<file path="src/rtl/ysyx_pc_redirect.sv">
// Commit-side PC redirect unit: buffers commit events, confirms predictions,
// and runs an IFU flush handshake before redirecting the PC on a mispredict.
module ysyx_pc_redirect #(
  parameter int               DATA_W    = 32,
  parameter int               DEPTH     = 2,
  parameter int               FLUSH_MAX = 15,
  parameter logic [DATA_W-1:0] PC_INIT  = 32'h8000_0000
) (
  input  logic              clk,
  input  logic              rst,
  input  logic              cmt_valid,
  output logic              cmt_ready,
  input  logic              cmt_is_branch,
  input  logic [DATA_W-1:0] cmt_npc_pred,
  input  logic [DATA_W-1:0] cmt_npc_actual,
  input  logic              ifu_flush_ack,
  output logic              good_speculation,
  output logic [DATA_W-1:0] pc_ifu,
  output logic              bad_speculation,
  output logic              branch_change,
  output logic              branch_retire,
  output logic [DATA_W-1:0] npc_wdata,
  output logic              flush_timeout
);

  localparam int AW  = (DEPTH > 1) ? $clog2(DEPTH) : 1;
  localparam int CW  = AW + 1;
  localparam int FCW = $clog2(FLUSH_MAX + 1);

  typedef enum logic [1:0] {
    S_IDLE,
    S_FLUSH,
    S_REDIR
  } state_e;

  state_e            state_q;
  logic [AW-1:0]     wr_q, rd_q;
  logic [CW-1:0]     cnt_q;
  logic [FCW-1:0]    fcnt_q;
  logic [DATA_W-1:0] tgt_q, pc_q, npc_q;
  logic              good_q, ret_q, chg_q, bad_q, tmo_q;

  logic              br_q   [DEPTH];
  logic [DATA_W-1:0] pred_q [DEPTH];
  logic [DATA_W-1:0] act_q  [DEPTH];

  logic push, pop, mis, ack_hit, tmo_hit;

  assign cmt_ready = (state_q == S_IDLE) && (cnt_q < CW'(DEPTH));
  assign push      = cmt_valid & cmt_ready;
  assign pop       = (state_q == S_IDLE) && (cnt_q != '0);
  assign mis       = pop && (act_q[rd_q] != pred_q[rd_q]);
  assign ack_hit   = ifu_flush_ack;
  assign tmo_hit   = (fcnt_q == FCW'(FLUSH_MAX));

  always_ff @(posedge clk) begin
    if (push) begin
      br_q[wr_q]   <= cmt_is_branch;
      pred_q[wr_q] <= cmt_npc_pred;
      act_q[wr_q]  <= cmt_npc_actual;
    end
  end

  always_ff @(posedge clk) begin
    if (rst) begin
      state_q <= S_IDLE;
      wr_q    <= '0;
      rd_q    <= '0;
      cnt_q   <= '0;
      fcnt_q  <= '0;
      tgt_q   <= PC_INIT;
      pc_q    <= PC_INIT;
      npc_q   <= PC_INIT;
      good_q  <= 1'b0;
      ret_q   <= 1'b0;
      chg_q   <= 1'b0;
      bad_q   <= 1'b0;
      tmo_q   <= 1'b0;
    end else begin
      good_q <= 1'b0;
      ret_q  <= 1'b0;
      chg_q  <= 1'b0;
      unique case (state_q)
        S_IDLE: begin
          // younger entries and a same-cycle push are wrong-path
          if (mis) begin
            tgt_q   <= act_q[rd_q];
            wr_q    <= '0;
            rd_q    <= '0;
            cnt_q   <= '0;
            fcnt_q  <= '0;
            bad_q   <= 1'b1;
            state_q <= S_FLUSH;
          end else begin
            if (push) wr_q <= wr_q + AW'(1);
            if (pop) begin
              rd_q   <= rd_q + AW'(1);
              good_q <= 1'b1;
              pc_q   <= act_q[rd_q];
              ret_q  <= br_q[rd_q];
            end
            cnt_q <= cnt_q + CW'(push) - CW'(pop);
          end
        end
        S_FLUSH: begin
          if (ack_hit || tmo_hit) begin
            if (!ack_hit) tmo_q <= 1'b1;
            bad_q   <= 1'b0;
            chg_q   <= 1'b1;
            npc_q   <= tgt_q;
            state_q <= S_REDIR;
          end else begin
            fcnt_q <= tmo_hit ? fcnt_q : fcnt_q + FCW'(1);
          end
        end
        S_REDIR: state_q <= S_IDLE;
        default: state_q <= S_IDLE;
      endcase
    end
  end

  assign good_speculation = good_q;
  assign branch_retire    = ret_q;
  assign branch_change    = chg_q;
  assign bad_speculation  = bad_q;
  assign flush_timeout    = tmo_q;
  assign pc_ifu           = pc_q;
  assign npc_wdata        = npc_q;

endmodule

</file>
<file path="config.mk">
export PLATFORM = sky130hd
export DESIGN_NAME = ysyx_pc_redirect
export DESIGN_NICKNAME = d
export VERILOG_FILES = /design/src/rtl/ysyx_pc_redirect.sv
export SDC_FILE = /design/constraint.sdc
export NUM_CORES = 1
export LEC_CHECK = 0
export ABC_AREA = 1
export CAP_MARGIN = 20
export CORE_ASPECT_RATIO = 1.4
export CORE_MARGIN = 2
export CORE_UTILIZATION = 40
export DETAILED_ROUTE_END_ITERATION = 12
export PLACE_DENSITY = 0.72
export SYNTH_ARGS = -nofsm -noshare
export SYNTH_HDL_FRONTEND = slang
export SYNTH_SLANG_ARGS = --single-unit
</file>
<file path="constraint.sdc">
create_clock -name clk -period 5.5 [get_ports clk]
set_input_delay 1.65 -clock clk [delete_from_list [all_inputs] [get_ports clk]]
set_output_delay 1.65 -clock clk [all_outputs]
set_load 0.02 [all_outputs]
</file>
; Word level (Yosys, flattened, before mapping)
; Memories as Yosys holds them, arrays and structs flattened. A register that Yosys moved wholly into a read port is not among the register bits.
; Index checks and enable logic that the tools add are counted.
[word_totals]
reg_bits = 110
latch_bits = 0
ram_bits = 130
mem_bits_ro = 0
input_bits = 69
elab_cells = 78
memories = 3
[classes]
n_addsub = 5
multipliers = 0
n_div = 0
order_cmp = 1
eq_ne = 7
n_shift = 0
n_mux = 23
n_bitwise = 6
n_reduce_logical = 21
[mem_list]
columns = name, depth, width, rd, rd_ports_with_merged_regs, wr, line_no
row1 = act_q, 2, 32, 1, 1, 1, 45  ; logic [DATA_W-1:0] act_q [DEPTH];
row2 = pred_q, 2, 32, 1, 1, 1, 44  ; logic [DATA_W-1:0] pred_q [DEPTH];
row3 = br_q, 2, 1, 1, 1, 1, 43  ; logic br_q [DEPTH];
[ops]
columns = cell, count
row1 = != test 32 bit, 1
row2 = 2-to-1 mux 1 bit, 14
row3 = 2-to-1 mux 4 bit, 3
row4 = AND reduction 2 bit, 5
row5 = AND reduction 3 bit, 3
row6 = != test 2 bit (second input constant), 4
row7 = case mux 4 bit (2 select lines), 1
row8 = nonzero test 2 bit, 4
row9 = 2-to-1 mux 2 bit, 3
row10 = inverter 1 bit, 5
row11 = adder 4 x 1 -> 4 bit (second input constant), 1
row12 = == test 4 bit (second input constant), 1
row13 = case mux 2 bit (2 select lines), 1
row14 = AND reduction 4 bit, 1
row15 = OR reduction 4 bit, 1
row16 = logical AND 1 bit, 3
row17 = OR reduction 3 bit, 1
row18 = adder 1 bit (second input constant), 2
row19 = adder 2 x 1 -> 2 bit, 1
row20 = == test 2 x 1 -> 1 bit (second input constant), 1
row21 = logical NOT 2 bit, 1
row22 = less-than comparator 2 bit (second input constant), 1
row23 = case mux 1 bit (2 select lines), 1
row24 = OR reduction 2 bit, 1
row25 = 3 further kinds, 3

; Depth between registers and ports, before layout
; Gate-level depths: netlist of the first run.
[depth]
ltp_word = 7
ltp_mapped = 18
ltp_nobuf = 16

; Worst setup path before layout of the first run
; OpenSTA, ideal clock, no wires.
[synth_path]
kind = input port to flip-flop
from = input cmt_valid
to = memory act_q[0][0] (enable)
arrival_time_ns = 4.519
t_required_ns = 5.010
setup_slack_ns = 0.491
cell_stages = 2
n_path_buf = 0
path_cell_list = nand2_1 -> nor2_1
[synth_between]
elab_chain_len = 3
[synth_rtl]
columns = item, line_no
row1 = start: declaration, 11  ; input logic cmt_valid,
row2 = bitwise AND 1 bit, 50  ; assign push = cmt_valid & cmt_ready;
row3 = 2-to-1 mux 1 bit, 57  ; if (push) begin
row4 = 2-to-1 mux 1 bit (not written as such), 60  ; act_q[wr_q] <= cmt_npc_actual;
row5 = end: declaration, 45
; Every way passes these cells.

; Worst setup path in the final report of the first run
[layout_path]
from = register state_q[1]
to = output cmt_ready
[layout_between]
elab_chain_len = 2
[layout_rtl]
columns = item, line_no
row1 = start: declaration, 36  ; state_e state_q;
row2 = start signal: assignment, 66  ; state_q <= S_IDLE;
row3 = start signal: assignment, 93  ; state_q <= S_FLUSH;
row4 = start signal: assignment, 111  ; state_q <= S_REDIR;
row5 = logical NOT 2 bit, 49  ; assign cmt_ready = (state_q == S_IDLE) && (cnt_q < CW'(DEPTH));
row6 = logical AND 1 bit, 49
row7 = end: declaration, 12  ; output logic cmt_ready,
; Every way passes these cells.

==> flow_metrics.py, run 1 <==
metrics = {
    "status": {
        "status": "completed",
    },
    "worst_setup_path": {
        "critPathKind": "reg2out",
        "crit_family": "buffers and inverters",
        "crit_required_ns": 3.85,
        "critPathBufInv": 2,
        "path_cells": "nor2_1 -> inv_1 -> nor2_1 -> clkdlybuf4s50_1",
        "cp_slowest_stage_delay_ns": 0.65,
        "worstSetupStartpoint": "state_q[1]",
        "path_common_cell": "nor2_1",
        "worstPathArrival_ns": 1.94,
        "slowest_stage": "clkdlybuf4s50_1",
        "cp-start-kind": "flop",
        "crit_fanout": 4,
        "crit_path_end_kind": "output pin",
    },
    "final_layout": {
        "layout.nets": 1308,
        "drive_gt1_share_pct": 5.50,
        "diodes": 0,
        "design_area_um2": 12200,
        "area_growth_pct": 25.7,
    },
    "global_routing": {
        "grt_max_degree": 103,
        "grt_antenna_before_repair": 0,
        "gr-total-overflow": 0,
        "grt_pass1_wl_mm": 35.0,
        "grtUsageTotal_pct": 17.1,
        "grt_pass1_vias": 7028,
    },
    "logic_synthesis": {
        "yosysMostFrequentCell": "nand2_1",
        "ys.warnings.count": 0,
        "postSynthAreaPerCell_um2": 8.77,
        "synth_nets": 1181,
        "synth_ff_type": "edfxtp_1",
        "synth-edff-count": 130,
        "synth_top_area_share_pct": 40.1,
        "synth_cell_type_count": 25,
        "post-synth-top-area-cell": "edfxtp_1",
        "syn-cell-area_um2": 9720,
        "ys_top_cells_by_area": "edfxtp_1 (40%), dfxtp_1 (23%), nand2_1 (16%), nor2_1 (6.0%), inv_1 (3.4%)",
        "syn_inst": 1109,
        "ys_seq_area_share_pct": 63.2,
        "async_flop_share_pct": 0,
        "ys_ff_latch": 242,
        "netlist_top_cells_count": "nand2_1 (413), nor2_1 (156), edfxtp_1 (130)",
    },
    "timing": {
        "tns_ns": 0,
        "rsz0062_at_grt": "false",
        "hold_viol_final": 0,
        "drv_slew": 0,
        "tightest_slew_ns": 0.995,
        "clock.fmax_mhz": 279,
        "max-slew-margin-rel_pct": 33.2,
        "period_share_pct": 65.2,
        "finClkSkew_ns": 0.00574,
        "setup_viol": 0,
        "fin_crit_ns": 3.59,
    },
    "worst_hold_path": {
        "worstHoldStart": "bad_speculation",
        "hp-class": "reg2reg",
    },
    "power_and_ir_drop": {
        "p_per_area_nw_per_um2": 443,
        "switching_share_pct": 29.1,
        "seqPwrFrac_pct": 46.1,
        "power_switching_mw": 1.58,
        "irDropWorstVdd_v": 0.000262,
        "intPower_mw": 3.84,
        "clkPwrFrac_pct": 32.0,
        "comb_power_share_pct": 21.9,
        "p_leak_nw": 5.14,
    },
    "cts": {
        "cts_tree": "built",
        "cts_hold_buf": 0,
        "cts.clk_slew.worst_paths_ns": 0.06,
        "cts_buffer_depth": 3,
        "htree_levels": 1,
        "root_buffer": "clkbuf_16",
        "cts-buffers-inserted": 24,
        "post_cts_buffers": 0,
        "clock_latency_ns": 0.50,
        "ctsResizeCount": 0,
        "clock_sinks": 242,
    },
    "detailed_routing": {
        "first_pass_iters": 5,
        "routedWlPerCell_um": 14.0,
        "ant_nets": 0,
        "drc": 0,
        "via_per_inst": 4.72,
        "drtIter0Drc": 453,
        "drt-total-wl_mm": 21.9,
        "num_vias": 7388,
    },
    "job": {
        "drv_cap": 0,
    },
    "floorplan": {
        "die_y_um": 188,
        "num_io_pins": 139,
        "dieWidth_um": 136,
        "start_util_pct": 40.7,
        "die-area_um2": 25600,
        "coreArea_um2": 23900,
        "rows": 67,
    },
    "placed_design": {
        "place_hpwl_mm": 15.1,
        "placed_cell_area_um2": 11400,
        "gp_congestion": 0.768,
        "port_buffers": 138,
    },
}
[power by group through the flow]
| stage | Clock, mW | Combinational, mW | Sequential (mW) |
|---|---|---|---|
| after floorplan | 0 | 0.752 | 2.57 |
| after global placement | 0 | 1.16 | 2.52 |
| after detailed placement | 0 | 1.19 | 2.54 |
| after CTS | 1.76 | 1.20 | 2.50 |
| after global routing | 1.84 | 1.36 | 2.54 |
| final | 1.73 | 1.19 | 2.50 |
[cells by family (layout without fill, tap and decap cells)]
group           count (synthesis)  in the layout  share of synthesized area (%)
compound gates                118            118                           6.20
xor+xnor                        3              3                          0.270
fa+ha+maj                       3              3                          0.386
buf+inv                       142            287                           6.06
flops                         242            242                           63.2
simple gates                  601            601                           23.9
[cells in the final DEF, fill, tap and decap left out, drive strengths merged, types with 9 or more instances in the layout]
master | Yosys | layout
nand2 | 414 | 414
buf | 26 | 11
edfxtp | 130 | 130
inv | 92 | 92
o21ai | 76 | 76
a21oi | 40 | 40
nor2 | 156 | 156
clkdlybuf4s50 | 0 | 138
nand3 | 14 | 14
clkbuf | 22 | 32
dfxtp | 112 | 112
nand4 | 9 | 9
[metrics by stage]
step | setup WS (ns) | std cells | util, % | power [mW] | hold WS [ns]
floorplan | 0.491 | 1109 | - | 3.32 | 0.442
global placement | 1.50 | 1520 | 47.5 | 3.68 | 0.454
detailed placement | 1.43 | 1520 | 47.5 | 3.72 | 0.459
CTS | 1.90 | 1564 | 51.2 | 5.46 | 0.469
global route | 1.70 | 1564 | 51.2 | 5.74 | 0.486
finish | 1.91 | 1564 | 51.2 | 5.42 | 0.466
[worst reg2reg max path: stages (launching register included)]
cell and delay [ns]:
dfxtp_2 0.32, inv_2 0.62, buf_4 0.42, nand2_1 0.12, nand2_1 0.15, nand2_1 0.07
nand2_1 0.08, nand2_1 0.07, nor2_1 0.11, nand2_1 0.06, nor2_1 0.17, nand2_1 0.10
nand2_2 0.25, buf_4 0.36, nand2_1 0.17, o21ai_0 0.17
[state kept, by name, indices dropped and copies added (netlist names), 2 cells and up, named ones only]
name / cells
act_q: 64
pred_q: 64
npc_wdata: 32
pc_ifu: 32
tgt_q: 32
fcnt_q: 4
br_q: 2
cnt_q: 2
state_q: 2
[metal layers]
metal  GRT usage (%)  vias up  wire length (um)
met5               0        -                 0
met4            6.85        0               775
met3            2.66       45              1220
met2            29.1      210             10800
met1            21.7     3365              9160
li1                -     3768                 -
[worst paths after layout]
check                          to  slack, ns  depth (start not counted)
setup / recovery        cmt_ready       1.91                          4
hold / removal    bad_speculation       0.47                          2
setup reg to reg         cnt_q[0]       2.17                         15
hold reg to reg   bad_speculation       0.47                          2
[final cells by class]
| cell class | count | area (um^2) |
|---|---|---|
| Tap cell | 310 | 388 |
| Multi-Input combinational cell | 725 | 3010 |
| Timing Repair Buffer | 149 | 1460 |
| Clock inverter | 12 | 164 |
| Fill cell | 2155 | 11700 |
| Sequential cell | 242 | 6150 |
| Inverter | 94 | 353 |
| Clock buffer | 32 | 702 |
Note: power is estimated with default switching activity, not from simulation.
==> run 2: changes to the inputs <==
--- a/config.mk
+++ b/config.mk
@@ -11,7 +11,7 @@
 export CORE_MARGIN = 2
 export CORE_UTILIZATION = 40
 export DETAILED_ROUTE_END_ITERATION = 12
-export PLACE_DENSITY = 0.72
+export PLACE_DENSITY = 0.74
 export SYNTH_ARGS = -nofsm -noshare
 export SYNTH_HDL_FRONTEND = slang
 export SYNTH_SLANG_ARGS = --single-unit
==> constraint.sdc (replaced) <==
create_clock -name clk -period 3.2 [get_ports clk]
set_input_delay 0.96 -clock clk [delete_from_list [all_inputs] [get_ports clk]]
set_output_delay 0.96 -clock clk [all_outputs]
set_load 0.02 [all_outputs]
==> flow_metrics.py, run 2 (synthesized netlist as in run 1, its figures left out) <==
metrics = {
    "cts": {
        "cts-buffers-inserted": 23,
        "cts_buffer_depth": 3,
        "cts_tree": "built",
        "root_buffer": "clkbuf_16",
        "clock_sinks": 242,
        "post_cts_buffers": 0,
        "cts_hold_buf": 0,
        "clock_latency_ns": 0.50,
        "cts.clk_slew.worst_paths_ns": 0.06,
        "ctsResizeCount": 0,
        "htree_levels": 1,
    },
    "timing": {
        "final.setup.worst_slack_ns": 0.339,
        "drv_slew": 0,
        "clock.fmax_mhz": 350,
        "max-slew-margin-rel_pct": 64.6,
        "fin_crit_ns": 2.86,
        "finClkSkew_ns": 0.0121,
        "rsz0062_at_grt": "false",
        "setup_viol": 0,
        "period_share_pct": 89.4,
        "tns_ns": 0,
        "hold_viol_final": 0,
        "tightest_slew_ns": 0.531,
    },
    "worst_hold_path": {
        "worstHoldEndpoint": "pc_ifu[2]",
        "worst_hold_path.num_cells": 2,
        "hp-class": "reg2reg",
        "worstHoldStart": "pc_ifu[2]",
    },
    "worst_setup_path": {
        "r2r_slack_ns": 0.45,
        "worstRegToRegCells": 15,
        "crit_path_end_kind": "output pin",
        "cp-start-kind": "flop",
        "crit_fanout": 4,
        "critPathKind": "reg2out",
        "crit_required_ns": 2.24,
        "reg2reg_to": "tgt_q[16]",
        "worstPathArrival_ns": 1.90,
    },
    "final_layout": {
        "layout_common_cells": "nand2_1 (413), nor2_1 (153), clkdlybuf4s50_1 (138)",
        "fill_cells": 2190,
        "drive_gt1_share_pct": 5.43,
        "area_growth_pct": 25.6,
        "fin_cells": 1564,
        "reg_top3": "act_q x64, pred_q x64",
        "layout.nets": 1309,
        "final_common_cell": "nand2_1",
    },
    "placed_design": {
        "port_buffers": 138,
        "gp_congestion": 0.791,
        "place_hpwl_mm": 15.0,
        "pre_cts_slack_ns": 0.406,
        "dp_cells": 1522,
    },
    "power_and_ir_drop": {
        "p_per_area_nw_per_um2": 747,
        "seqPwrFrac_pct": 46.9,
        "power_switching_mw": 2.69,
        "clkPwrFrac_pct": 30.4,
        "switching_share_pct": 29.5,
        "comb_power_share_pct": 22.7,
        "p_leak_nw": 5.14,
        "irDropWorstVdd_v": 0.000402,
        "intPower_mw": 6.44,
    },
    "global_routing": {
        "grt_max_degree": 103,
        "grt_antenna_before_repair": 1,
        "grt_pass1_vias": 7209,
        "grtUsageTotal_pct": 17.0,
        "grt_pass1_wl_mm": 35.2,
        "gr-total-overflow": 0,
    },
    "status": {
        "status": "completed",
    },
    "detailed_routing": {
        "via_per_inst": 4.71,
        "first_pass_iters": 5,
        "drc": 0,
        "ant_nets": 0,
        "num_vias": 7368,
        "drt-total-wl_mm": 21.7,
        "drtIter0Drc": 427,
        "routedWlPerCell_um": 13.9,
    },
    "floorplan": {
        "num_io_pins": 139,
        "die_y_um": 188,
        "start_util_pct": 40.7,
        "coreArea_um2": 23900,
        "dieWidth_um": 136,
        "rows": 67,
        "die-area_um2": 25600,
    },
    "job": {
        "drv_cap": 0,
    },
}
run 2: cell types whose count changed in the layout (fill, tap and decap cells not counted), sizes merged:
cell	previous run	this run
diode	0	1
clkinvlp	4	1
clkbuf	32	30
clkinv	6	8
inv	92	93
buf	11	13
bufinv	4	3
run 2: worst max-delay path by stage:
stage / cells past startpoint / start / end
after floorplan: 2 / cmt_valid / act_q[0][0]
after CTS: 4 / state_q[1] / cmt_ready
after global routing: 15 / flop / tgt_q[1]
after global placement: 15 / flop / tgt_q[6]
after detailed placement: 15 / flop / tgt_q[16]
final: 4 / state_q[1] / cmt_ready
run 2: routing by layer:
metal / wire length (um) / track usage, % / vias to the layer above
met2: 10900 / 29.7 / 174
li1: - / - / 3771
met5: 0 / 0 / -
met4: 516 / 5.73 / 0
met1: 9230 / 21.3 / 3390
met3: 1030 / 2.77 / 33
run 2: power groups by stage:
stage / sequential (mW) / combinational (mW) / clock [mW]
after floorplan: 4.39 / 1.30 / 0
after global placement: 4.32 / 2.03 / 0
after detailed placement: 4.34 / 2.09 / 0
after CTS: 4.28 / 2.10 / 2.83
after global routing: 4.34 / 2.38 / 2.97
final: 4.28 / 2.07 / 2.77
run 2: area by class of cell:
type | count | area, um^2 | share of cell area [%]
well taps | 310 | 388 | 3.18
flip-flops and latches | 242 | 6150 | 50.3
inverters | 94 | 353 | 2.89
repair buffers | 151 | 1530 | 12.5
clock buffers | 30 | 653 | 5.35
diodes | 1 | 2.50 | 0.0205
clock inverters | 11 | 131 | 1.08
multi-input cells | 725 | 3010 | 24.6
run 2: worst max-delay path, cell delays in order, from the launching register on:
cell and delay (ns):
dfxtp_1 0.31, nor2_1 0.20, inv_1 0.09, nor2_1 0.17, clkdlybuf4s50_1 0.63
run 2: stage by stage:
step | instance area [um^2] | hold slack (ns) | utilization (%) | power [mW]
finish | 12200 | 0.470 | 51.1 | 9.12
floorplan | 9730 | 0.442 | - | 5.69
global placement | 11400 | 0.449 | 47.8 | 6.35
detailed placement | 11400 | 0.460 | 47.8 | 6.43
CTS | 12200 | 0.469 | 51.1 | 9.22
global route | 12200 | 0.489 | 51.1 | 9.70
